==> config.mk <==
export PLATFORM = sky130hd
export DESIGN_NAME = pmod_bus_bridge
export DESIGN_NICKNAME = d
export VERILOG_FILES = /design/src/rtl/pmod_bus_pkg.sv /design/src/rtl/pmod_bus_watchdog.sv /design/src/rtl/pmod_bus_bridge.sv
export SDC_FILE = /design/constraint.sdc
export NUM_CORES = 1
export LEC_CHECK = 0
export ABC_CLOCK_PERIOD_IN_PS = 2400
export CORE_MARGIN = 2
export CORE_UTILIZATION = 38
export CTS_CLUSTER_DIAMETER = 60
export DETAILED_ROUTE_END_ITERATION = 8
export GPL_ROUTABILITY_DRIVEN = 0
export GPL_TIMING_DRIVEN = 0
export PLACE_DENSITY = 0.81
export SETUP_SLACK_MARGIN = 0.15
export SYNTH_ARGS = -nofsm -noshare
export SYNTH_HDL_FRONTEND = slang
export SYNTH_SLANG_ARGS = --single-unit
==> constraint.sdc <==
create_clock -name clk -period 2.4 [get_ports clk]
set_input_delay 0.72 -clock clk [delete_from_list [all_inputs] [get_ports clk]]
set_output_delay 0.72 -clock clk [all_outputs]
set_load 0.02 [all_outputs]
==> src/rtl/pmod_bus_pkg.sv <==
// rtl/pmod_bus_pkg.sv - shared types and constants for the PMOD bus bridge
//
// Purpose: FSM state encoding, address field positions and the fixed read
//          data returned for timed-out and unmapped accesses.
// Ports:   none (package).
package pmod_bus_pkg;

   typedef enum logic [1:0] {
      ST_IDLE   = 2'd0,
      ST_ACCESS = 2'd1,
      ST_RESP   = 2'd2
   } state_e;

   localparam int SLOT_LSB = 8;
   localparam int SLOT_MSB = 11;
   localparam int WIN_LSB  = 12;

   localparam logic [31:0] TIMEOUT_RDATA  = 32'hFFFF_FFFF;
   localparam logic [31:0] UNMAPPED_RDATA = 32'h0000_0000;

endpackage

==> src/rtl/pmod_bus_watchdog.sv <==
// rtl/pmod_bus_watchdog.sv - access timeout counter for the PMOD bus bridge
//
// Purpose: counts cycles spent waiting on a slot and flags the last allowed
//          cycle so the bridge can force a completion.
// Ports:   clk, resetn - clock, synchronous active-low reset
//          clr         - reset the count to zero (takes priority over en)
//          en          - advance the count by one
//          expire      - count has reached TIMEOUT_CYCLES-1
module pmod_bus_watchdog #(
   parameter int TIMEOUT_CYCLES = 1024
) (
   input  logic clk,
   input  logic resetn,
   input  logic clr,
   input  logic en,
   output logic expire
);

   // One spare bit so the count can never wrap before expire is acted on.
   localparam int CW = $clog2(TIMEOUT_CYCLES) + 1;

   logic [CW-1:0] cnt_q;
   logic [CW-1:0] cnt_d;

   always_comb begin
      cnt_d = cnt_q;
      if (clr) begin
         cnt_d = '0;
      end else if (en) begin
         cnt_d = cnt_q + CW'(1);
      end
   end

   always_ff @(posedge clk) begin
      if (!resetn) begin
         cnt_q <= '0;
      end else begin
         cnt_q <= cnt_d;
      end
   end

   assign expire = (cnt_q == CW'(TIMEOUT_CYCLES - 1));

endmodule

==> src/rtl/pmod_bus_bridge.sv <==
// rtl/pmod_bus_bridge.sv - CPU memory bus to per-slot PMOD control bridge
//
// Purpose: decodes a 4 KB window into 256-byte slots, turns each hit into a
//          held ctrl_wr/ctrl_rd strobe, and completes the CPU access on the
//          slot's ctrl_done or on a watchdog timeout.
// Ports:   clk, resetn                    - clock, synchronous active-low reset
//          mem_valid/addr/wdata/wstrb     - CPU request (wstrb==0 means read)
//          mem_ready/mem_rdata            - one-cycle completion and read data
//          ctrl_wr/ctrl_rd                - per-slot one-hot strobes
//          ctrl_addr/ctrl_wdat            - shared register offset and data
//          ctrl_rdat/ctrl_done            - per-slot read data and completion
//          err_timeout                    - sticky timeout flag
module pmod_bus_bridge
   import pmod_bus_pkg::*;
#(
   parameter logic [31:0] BASE_ADDR      = 32'h0300_0000,
   parameter int          NUM_SLOTS      = 4,
   parameter int          TIMEOUT_CYCLES = 1024
) (
   input  logic                   clk,
   input  logic                   resetn,
   input  logic                   mem_valid,
   input  logic [31:0]            mem_addr,
   input  logic [31:0]            mem_wdata,
   input  logic [3:0]             mem_wstrb,
   output logic                   mem_ready,
   output logic [31:0]            mem_rdata,
   output logic [NUM_SLOTS-1:0]   ctrl_wr,
   output logic [NUM_SLOTS-1:0]   ctrl_rd,
   output logic [7:0]             ctrl_addr,
   output logic [31:0]            ctrl_wdat,
   input  logic [32*NUM_SLOTS-1:0] ctrl_rdat,
   input  logic [NUM_SLOTS-1:0]   ctrl_done,
   output logic                   err_timeout
);

   state_e                 state_q, state_d;
   logic [3:0]             slot_q, slot_d;
   logic                   mem_ready_q, mem_ready_d;
   logic [31:0]            mem_rdata_q, mem_rdata_d;
   logic [NUM_SLOTS-1:0]   ctrl_wr_q, ctrl_wr_d;
   logic [NUM_SLOTS-1:0]   ctrl_rd_q, ctrl_rd_d;
   logic [7:0]             ctrl_addr_q, ctrl_addr_d;
   logic [31:0]            ctrl_wdat_q, ctrl_wdat_d;
   logic                   err_timeout_q, err_timeout_d;

   logic                   hit;
   logic [3:0]             req_slot;
   logic                   req_mapped;
   logic [NUM_SLOTS-1:0]   req_oh;
   logic                   done_sel;
   logic [31:0]            rdat_sel;
   logic                   wd_clr, wd_en, wd_expire;

   assign hit        = mem_valid && (mem_addr[31:WIN_LSB] == BASE_ADDR[31:WIN_LSB]);
   assign req_slot   = mem_addr[SLOT_MSB:SLOT_LSB];
   assign req_mapped = ({1'b0, req_slot} < 5'(NUM_SLOTS));

   // Only the selected slot's done/rdata matter; other slots are ignored.
   always_comb begin
      req_oh   = '0;
      done_sel = 1'b0;
      rdat_sel = '0;
      for (int i = 0; i < NUM_SLOTS; i++) begin
         req_oh[i] = (req_slot == 4'(i));
         if (slot_q == 4'(i)) begin
            done_sel = ctrl_done[i];
            rdat_sel = ctrl_rdat[32*i +: 32];
         end
      end
   end

   always_comb begin
      state_d       = state_q;
      slot_d        = slot_q;
      mem_ready_d   = 1'b0;
      mem_rdata_d   = mem_rdata_q;
      ctrl_wr_d     = ctrl_wr_q;
      ctrl_rd_d     = ctrl_rd_q;
      ctrl_addr_d   = ctrl_addr_q;
      ctrl_wdat_d   = ctrl_wdat_q;
      err_timeout_d = err_timeout_q;
      wd_clr        = 1'b0;
      wd_en         = 1'b0;

      case (state_q)
         ST_IDLE: begin
            if (hit && !mem_ready_q) begin
               if (req_mapped) begin
                  slot_d      = req_slot;
                  ctrl_addr_d = mem_addr[SLOT_LSB-1:0];
                  ctrl_wdat_d = mem_wdata;
                  if (mem_wstrb != 4'b0000) begin
                     ctrl_wr_d = req_oh;
                  end else begin
                     ctrl_rd_d = req_oh;
                  end
                  wd_clr  = 1'b1;
                  state_d = ST_ACCESS;
               end else begin
                  mem_rdata_d = UNMAPPED_RDATA;
                  mem_ready_d = 1'b1;
                  state_d     = ST_RESP;
               end
            end
         end
         ST_ACCESS: begin
            wd_en = 1'b1;
            // done is checked first so a late reply beats the watchdog.
            if (done_sel) begin
               ctrl_wr_d   = '0;
               ctrl_rd_d   = '0;
               mem_rdata_d = rdat_sel;
               mem_ready_d = 1'b1;
               state_d     = ST_RESP;
            end else if (wd_expire) begin
               ctrl_wr_d     = '0;
               ctrl_rd_d     = '0;
               mem_rdata_d   = TIMEOUT_RDATA;
               mem_ready_d   = 1'b1;
               err_timeout_d = 1'b1;
               state_d       = ST_RESP;
            end
         end
         ST_RESP: begin
            state_d = ST_IDLE;
         end
         default: begin
            state_d = ST_IDLE;
         end
      endcase
   end

   always_ff @(posedge clk) begin
      if (!resetn) begin
         state_q       <= ST_IDLE;
         slot_q        <= '0;
         mem_ready_q   <= 1'b0;
         mem_rdata_q   <= '0;
         ctrl_wr_q     <= '0;
         ctrl_rd_q     <= '0;
         ctrl_addr_q   <= '0;
         ctrl_wdat_q   <= '0;
         err_timeout_q <= 1'b0;
      end else begin
         state_q       <= state_d;
         slot_q        <= slot_d;
         mem_ready_q   <= mem_ready_d;
         mem_rdata_q   <= mem_rdata_d;
         ctrl_wr_q     <= ctrl_wr_d;
         ctrl_rd_q     <= ctrl_rd_d;
         ctrl_addr_q   <= ctrl_addr_d;
         ctrl_wdat_q   <= ctrl_wdat_d;
         err_timeout_q <= err_timeout_d;
      end
   end

   pmod_bus_watchdog #(
      .TIMEOUT_CYCLES (TIMEOUT_CYCLES)
   ) u_watchdog (
      .clk    (clk),
      .resetn (resetn),
      .clr    (wd_clr),
      .en     (wd_en),
      .expire (wd_expire)
   );

   assign mem_ready   = mem_ready_q;
   assign mem_rdata   = mem_rdata_q;
   assign ctrl_wr     = ctrl_wr_q;
   assign ctrl_rd     = ctrl_rd_q;
   assign ctrl_addr   = ctrl_addr_q;
   assign ctrl_wdat   = ctrl_wdat_q;
   assign err_timeout = err_timeout_q;

endmodule

# Word level (Yosys, flattened, before mapping)
# Cells that the tools add are included.
[op_classes]
eq_ne = 15
mux = 37
order_cmp = 1
n_addsub = 1
n_reduce_logical = 15
n_bitwise = 2
[op_table]
columns = ["op", "count"]
rows = [
  ["$mux W32", 8],
  ["$pmux W32 S2", 1],
  ["$mux W4", 8],
  ["$eq A20 B14 Y1 const B", 1],
  ["$eq A4 B2 Y1 const B", 4],
  ["$pmux W4 S2", 2],
  ["$mux W1", 12],
  ["$add A11 B1 Y11 const B", 1],
  ["$eq A11 B10 Y1 const B", 1],
  ["$ne A2 B2 Y1 const B", 5],
  ["$reduce_and A5 Y1", 2],
  ["$eq A4 B1 Y1 const B", 2],
  ["$logic_not A4 Y1", 2],
  ["$mux W2", 4],
  ["$reduce_and A3 Y1", 2],
  ["$lt A4 B3 Y1 const B", 1],
  ["$pmux W2 S2", 1],
  ["$reduce_and A4 Y1", 1],
  ["$reduce_bool A4 Y1", 1],
  ["$ne A3 B2 Y1 const B", 1],
  ["$eq A2 B1 Y1 const B", 1],
  ["$logic_and A1 B1 Y1", 2],
  ["$logic_not A2 Y1", 1],
  ["$not A1 Y1", 2],
  ["5 further kinds", 5],
]
[word_totals]
out_inout_bits = 82
wordCells = 81
ff_bits = 99

# Logic depth before layout (Yosys ltp)
[logic_depth]
ltp_word = 7
ltp_mapped = 8

# Modules after synthesis
# A second synthesis with hierarchy kept.
[hier_totals]
cells_unflattened = 496
hier_area_um2 = 4727.0
[by_module_without_submodules]
columns = ["module", "instances", "cells_each", "area_each_um2"]
rows = [
  ["pmod_bus_bridge", 1, 439, 4217.8],
  ["pmod_bus_watchdog", 1, 57, 509.2],
]

# Worst setup path before layout
# No wires, ideal clock.
[synth_path]
kind = "input-to-reg"
from = "in mem_addr[29]"
to = "reg mem_rdata_q[18], in the netlist mem_rdata[18]"
t_arrival_ps = 2035
slack_ps = 247
n_path_buf = 1
path_stages = 6
cell_sequence = "nor4b_1 nand4_1 nor3_1 o2bb2ai_4 buf_6 a32o_1"
[synth_via]
elab_chain_cells = 5
[synth_rtl]
columns = ["item", "line", "text"]
rows = [
  ["from (decl)", "pmod_bus_bridge.sv:23", "input logic [31:0] mem_addr,"],
  ["$eq A20 B14 Y1", "pmod_bus_bridge.sv:55", "assign hit = mem_valid && (mem_addr[31:WIN_LSB] == BASE_ADDR[31:WIN_LSB]);"],
  ["$logic_and A1 B1 Y1", "pmod_bus_bridge.sv:55", ""],
  ["$logic_and A1 B1 Y1", "pmod_bus_bridge.sv:88", "if (hit && !mem_ready_q) begin"],
  ["$ne A2 B2 Y1 (no line)", "n/a", ""],
  ["$reduce_and A4 Y1 (no line)", "n/a", ""],
  ["to (signal assigned)", "pmod_bus_bridge.sv:149", "mem_rdata_q <= mem_rdata_d;"],
  ["to (decl)", "pmod_bus_bridge.sv:40", "logic [31:0] mem_rdata_q, mem_rdata_d;"],
]
# Every way passes these cells.
# A chain may end at the register's enable or synchronous reset.

# Worst setup path in the final report
[layout_path]
from = "in mem_addr[12]"
to = "reg ctrl_addr_q[5], in the netlist ctrl_addr[5]"
[layout_via]
elab_chain_cells = 4
[layout_rtl]
columns = ["item", "line", "text"]
rows = [
  ["$eq A20 B14 Y1", "pmod_bus_bridge.sv:55", ""],
  ["$logic_and A1 B1 Y1", "pmod_bus_bridge.sv:55", ""],
  ["$logic_and A1 B1 Y1", "pmod_bus_bridge.sv:88", ""],
  ["$reduce_and A3 Y1 (no line)", "n/a", ""],
  ["to (signal assigned)", "pmod_bus_bridge.sv:152", "ctrl_addr_q <= ctrl_addr_d;"],
  ["to (decl)", "pmod_bus_bridge.sv:43", "logic [7:0] ctrl_addr_q, ctrl_addr_d;"],
]
# Every way passes these cells.

==> flow_summary_export.csv <==
group,metric,value,unit
status,outcome,"finished, final reports clean",
cells_and_area,nFillCells,968,
worst_setup_path,path_cells,"clkdlybuf4s15_1 > nor4_2 > nand4_1 > buf_4 > nor3_4 > buf_8 > clkbuf_16 > nand2_1 > a21boi_1",
place,placed_area,7960,um2
sta,rsz0062_at_grt,"yes",
detailed_routing,drt-wirelength-per-cell,17.6,um
min_path,hp-class,"reg -> reg",
worst_setup_path,critPathLaunchType,"input port",
sta,finalSetupViolations,0,
floorplanning,io-pin-count,285,
sta,slew_viol_final,0,
detailed_routing,wirelength,17500,um
synthesis,seq_area_frac_synth,40.4,%
global_routing,grt_max_degree,18,
pwr,ir_worst_vdd,367,uV
floorplanning,dieArea,13800,um2
cells_and_area,layout_commonest_cell,"clkdlybuf4s50_1",
cells_and_area,area_growth,78.3,%
detailed_routing,viasPerCell,5.16,
pwr,pwr_density_cell,406,nW/um2
min_path,whs_endpoint,"ctrl_wdat[3]$_SDFFE_PN0P_",
global_routing,gr-total-overflow,0,
cells_and_area,seq_area,1980,um2
floorplanning,die_h,118,um
cells_and_area,final_core_util,69.2,%
synthesis,ys_ff_latch,99,
sta,hold_ws,0.459,ns
synthesis,syn_nets,714,
clocking,clk_latency,0.35,ns
place,dp_hpwl,13300,um
worst_setup_path,r2r_slack,0.28,ns
sta,fin_crit_sh,94.0,%
worst_setup_path,required,2.67,ns
sta,tightest_slew,0.687,ns
worst_setup_path,r2r-start,"state_q[1]$_SDFFE_PN0P_",
pwr,power_leakage,0.00332,uW
worst_setup_path,r2r_end,"ctrl_addr[5]$_SDFFE_PN0P_",
clocking,cts_tree,"yes",
synthesis,avgSynthCellArea,9.61,um2
clocking,htreeDepth,3,
floorplanning,die_x,118,um
min_path,worstHoldStart,"ctrl_wdat[3]$_SDFFE_PN0P_",
detailed_routing,route.detailed.drc,0,
synthesis,synthArstFlopShare,0,%
sta,max_freq,0.443,GHz
global_routing,grt_pass1_vias,5304,
detailed_routing,first_iter_violations,320,
place,dp.cells,966,
cells_and_area,multi_input_area,2900,um2
worst_setup_path,endpoint_kind,"flop",
cells_and_area,final_area,8740,um2
min_path,holdPathStages,2,
cells_and_area,final_cells,994,
synthesis,synth_cells,510,
worst_setup_path,reg2reg_depth,8,
floorplanning,core,12600,um2
floorplanning,start_util,38.8,%
synthesis,ys.flop_type,"dfxtp_1",
worst_setup_path,crit_family,"simple AND/OR/NAND/NOR gates",
job,maxCapViolations,0,
worst_setup_path,critPathBufInv,4,
sta,period_minus_slack,2.26,ns
synthesis,synth.distinct_cells,45,
synthesis,syn_area,4900,um2
cells_and_area,layout-drive-gt1-share,15.9,%
worst_setup_path,max_stage_delay,0.32,ns
clocking,cts-root-buf,"clkbuf_16",
global_routing,grt_pass1_wl,26100,um
global_routing,antenna_found_initial,0,
worst_setup_path,cp_data_arrival_time,2.52,ns
floorplanning,rows,41,
clocking,cts_buffers,9,
worst_setup_path,crit_slowest_cell,"nor4_2",
global_routing,grt_use_total,23.5,%
sta,slew_headroom,54.2,%
sta,clock_skew,0.00726,ns
clocking,clk_pin_slew,0.07,ns
detailed_routing,first_pass_iters,7,
worst_setup_path,worstSetupPathType,"in -> reg",
detailed_routing,vias,5132,
worst_setup_path,crit_path_max_fanout,6,
synthesis,ys_warn_count,0,
detailed_routing,ant_nets,0,
clocking,clock_path_buffers,2,
synthesis,synth_edf_count,0,
cells_and_area,nets,1021,
cells_and_area,final_cell_mix,"clkdlybuf4s50_1 (267), nand2_1 (145), dfxtp_1 (99), mux4_2 (32), a21boi_1 (28)",
sta,final-hold-violation-count,0,
cells_and_area,antennaDiodeCount,0,
clocking,cts_sinks,99,
place,port_buffers,284,
## sequential cells by signal (all words and copies together), names as in the netlist
name	cells
slot_q	4
ctrl_wr	4
mem_ready	1
state_q	2
mem_rdata	32
ctrl_rd	4
ctrl_addr	8
u_watchdog.cnt_q	11
err_timeout	1
ctrl_wdat	32
## report_power, final
part           switching, uW  total [uW]  internal (uW)
registers           0.000113        1640           1640
clock network            657        1410            749
logic                    135         497            361
total                    792        3540           2750
## layout make-up
class / instances / share of cell area, %
plain buffers: 40 / 3.24
clock buffers: 11 / 2.78
clock inverters: 5 / 0.516
inverters: 2 / 0.0859
multi-input cells: 369 / 33.2
flip-flops and latches: 99 / 22.7
well taps: 172 / 2.46
repair buffers: 296 / 35.1
## cell usage after synthesis (all sizes together), types with 6 or more instances
cell / count / area, um2
a21boi: 42 / 315
a21o: 10 / 75.1
a32o: 25 / 250
buf: 21 / 141
clkbuf: 19 / 71.3
dfxtp: 99 / 1980
mux2i: 11 / 110
mux4: 32 / 721
nand2: 155 / 582
nand4: 7 / 43.8
nor2: 23 / 86.3
nor3: 7 / 50.1
nor4: 6 / 43.8
## kinds of logic after synthesis
logic type	Yosys count	share of synthesized area [%]
simple gates	224	20.0
flops	99	40.4
compound gates	92	16.3
mux	43	17.0
buf+inv	42	4.49
xor+xnor	9	1.61
fa+ha+maj	1	0.255
## worst max path at each step
stage	start	endpoint	slack, ns	cells after the start
finish	mem_addr[12]	ctrl_addr[5]$_SDFFE_PN0P_	0.14	9
global route	mem_addr[12]	ctrl_addr[5]$_SDFFE_PN0P_	0.06	9
CTS	mem_addr[29]	slot_q[3]$_SDFFE_PN0P_	0.09	6
detailed placement	resetn	mem_rdata[3]$_SDFFE_PN0P_	-0.60	6
global placement	mem_addr[29]	slot_q[2]$_SDFFE_PN0P_	-0.52	6
floorplan	mem_addr[29]	mem_rdata[18]$_SDFFE_PN0P_	0.25	6
## metal layers
metal / vias up / share of wire (%) / global-route usage, %
li1: 2434 / - / -
met1: 2445 / 38 / 24.9
met2: 228 / 54 / 45.8
met3: 25 / 5.6 / 4.84
met4: 0 / 2.1 / 7.76
met5: - / 0 / 0
## timing repair
action | 4_1_cts | 5_1_grt
resized for setup | 29 | 70
gates cloned | 2 | 5
buffers inserted | 5 | 0
hold buffers | 0 | 0
pin swaps | 7 | 22
endpoints found under the setup margin | 96 | 93
## per-stage QoR
step	worst slack [ns]	TNS, ns	power (uW)
2_1_floorplan	0.247	0	1800
3_5_place_dp	-0.600	-46.19	2160
6_report	0.144	0	3540
3_3_place_gp	-0.522	-41.60	2150
4_1_cts	0.0910	0	3540
5_1_grt	0.0570	0	3660
## tightest hold or removal path: cells and delay by family (launching register included)
kind | cells | cell delay, ns
simple gates | 1 | 0.05
compound gates | 1 | 0.05
flops | 1 | 0.31
No activity file was read; power rests on OpenSTA's default activity.
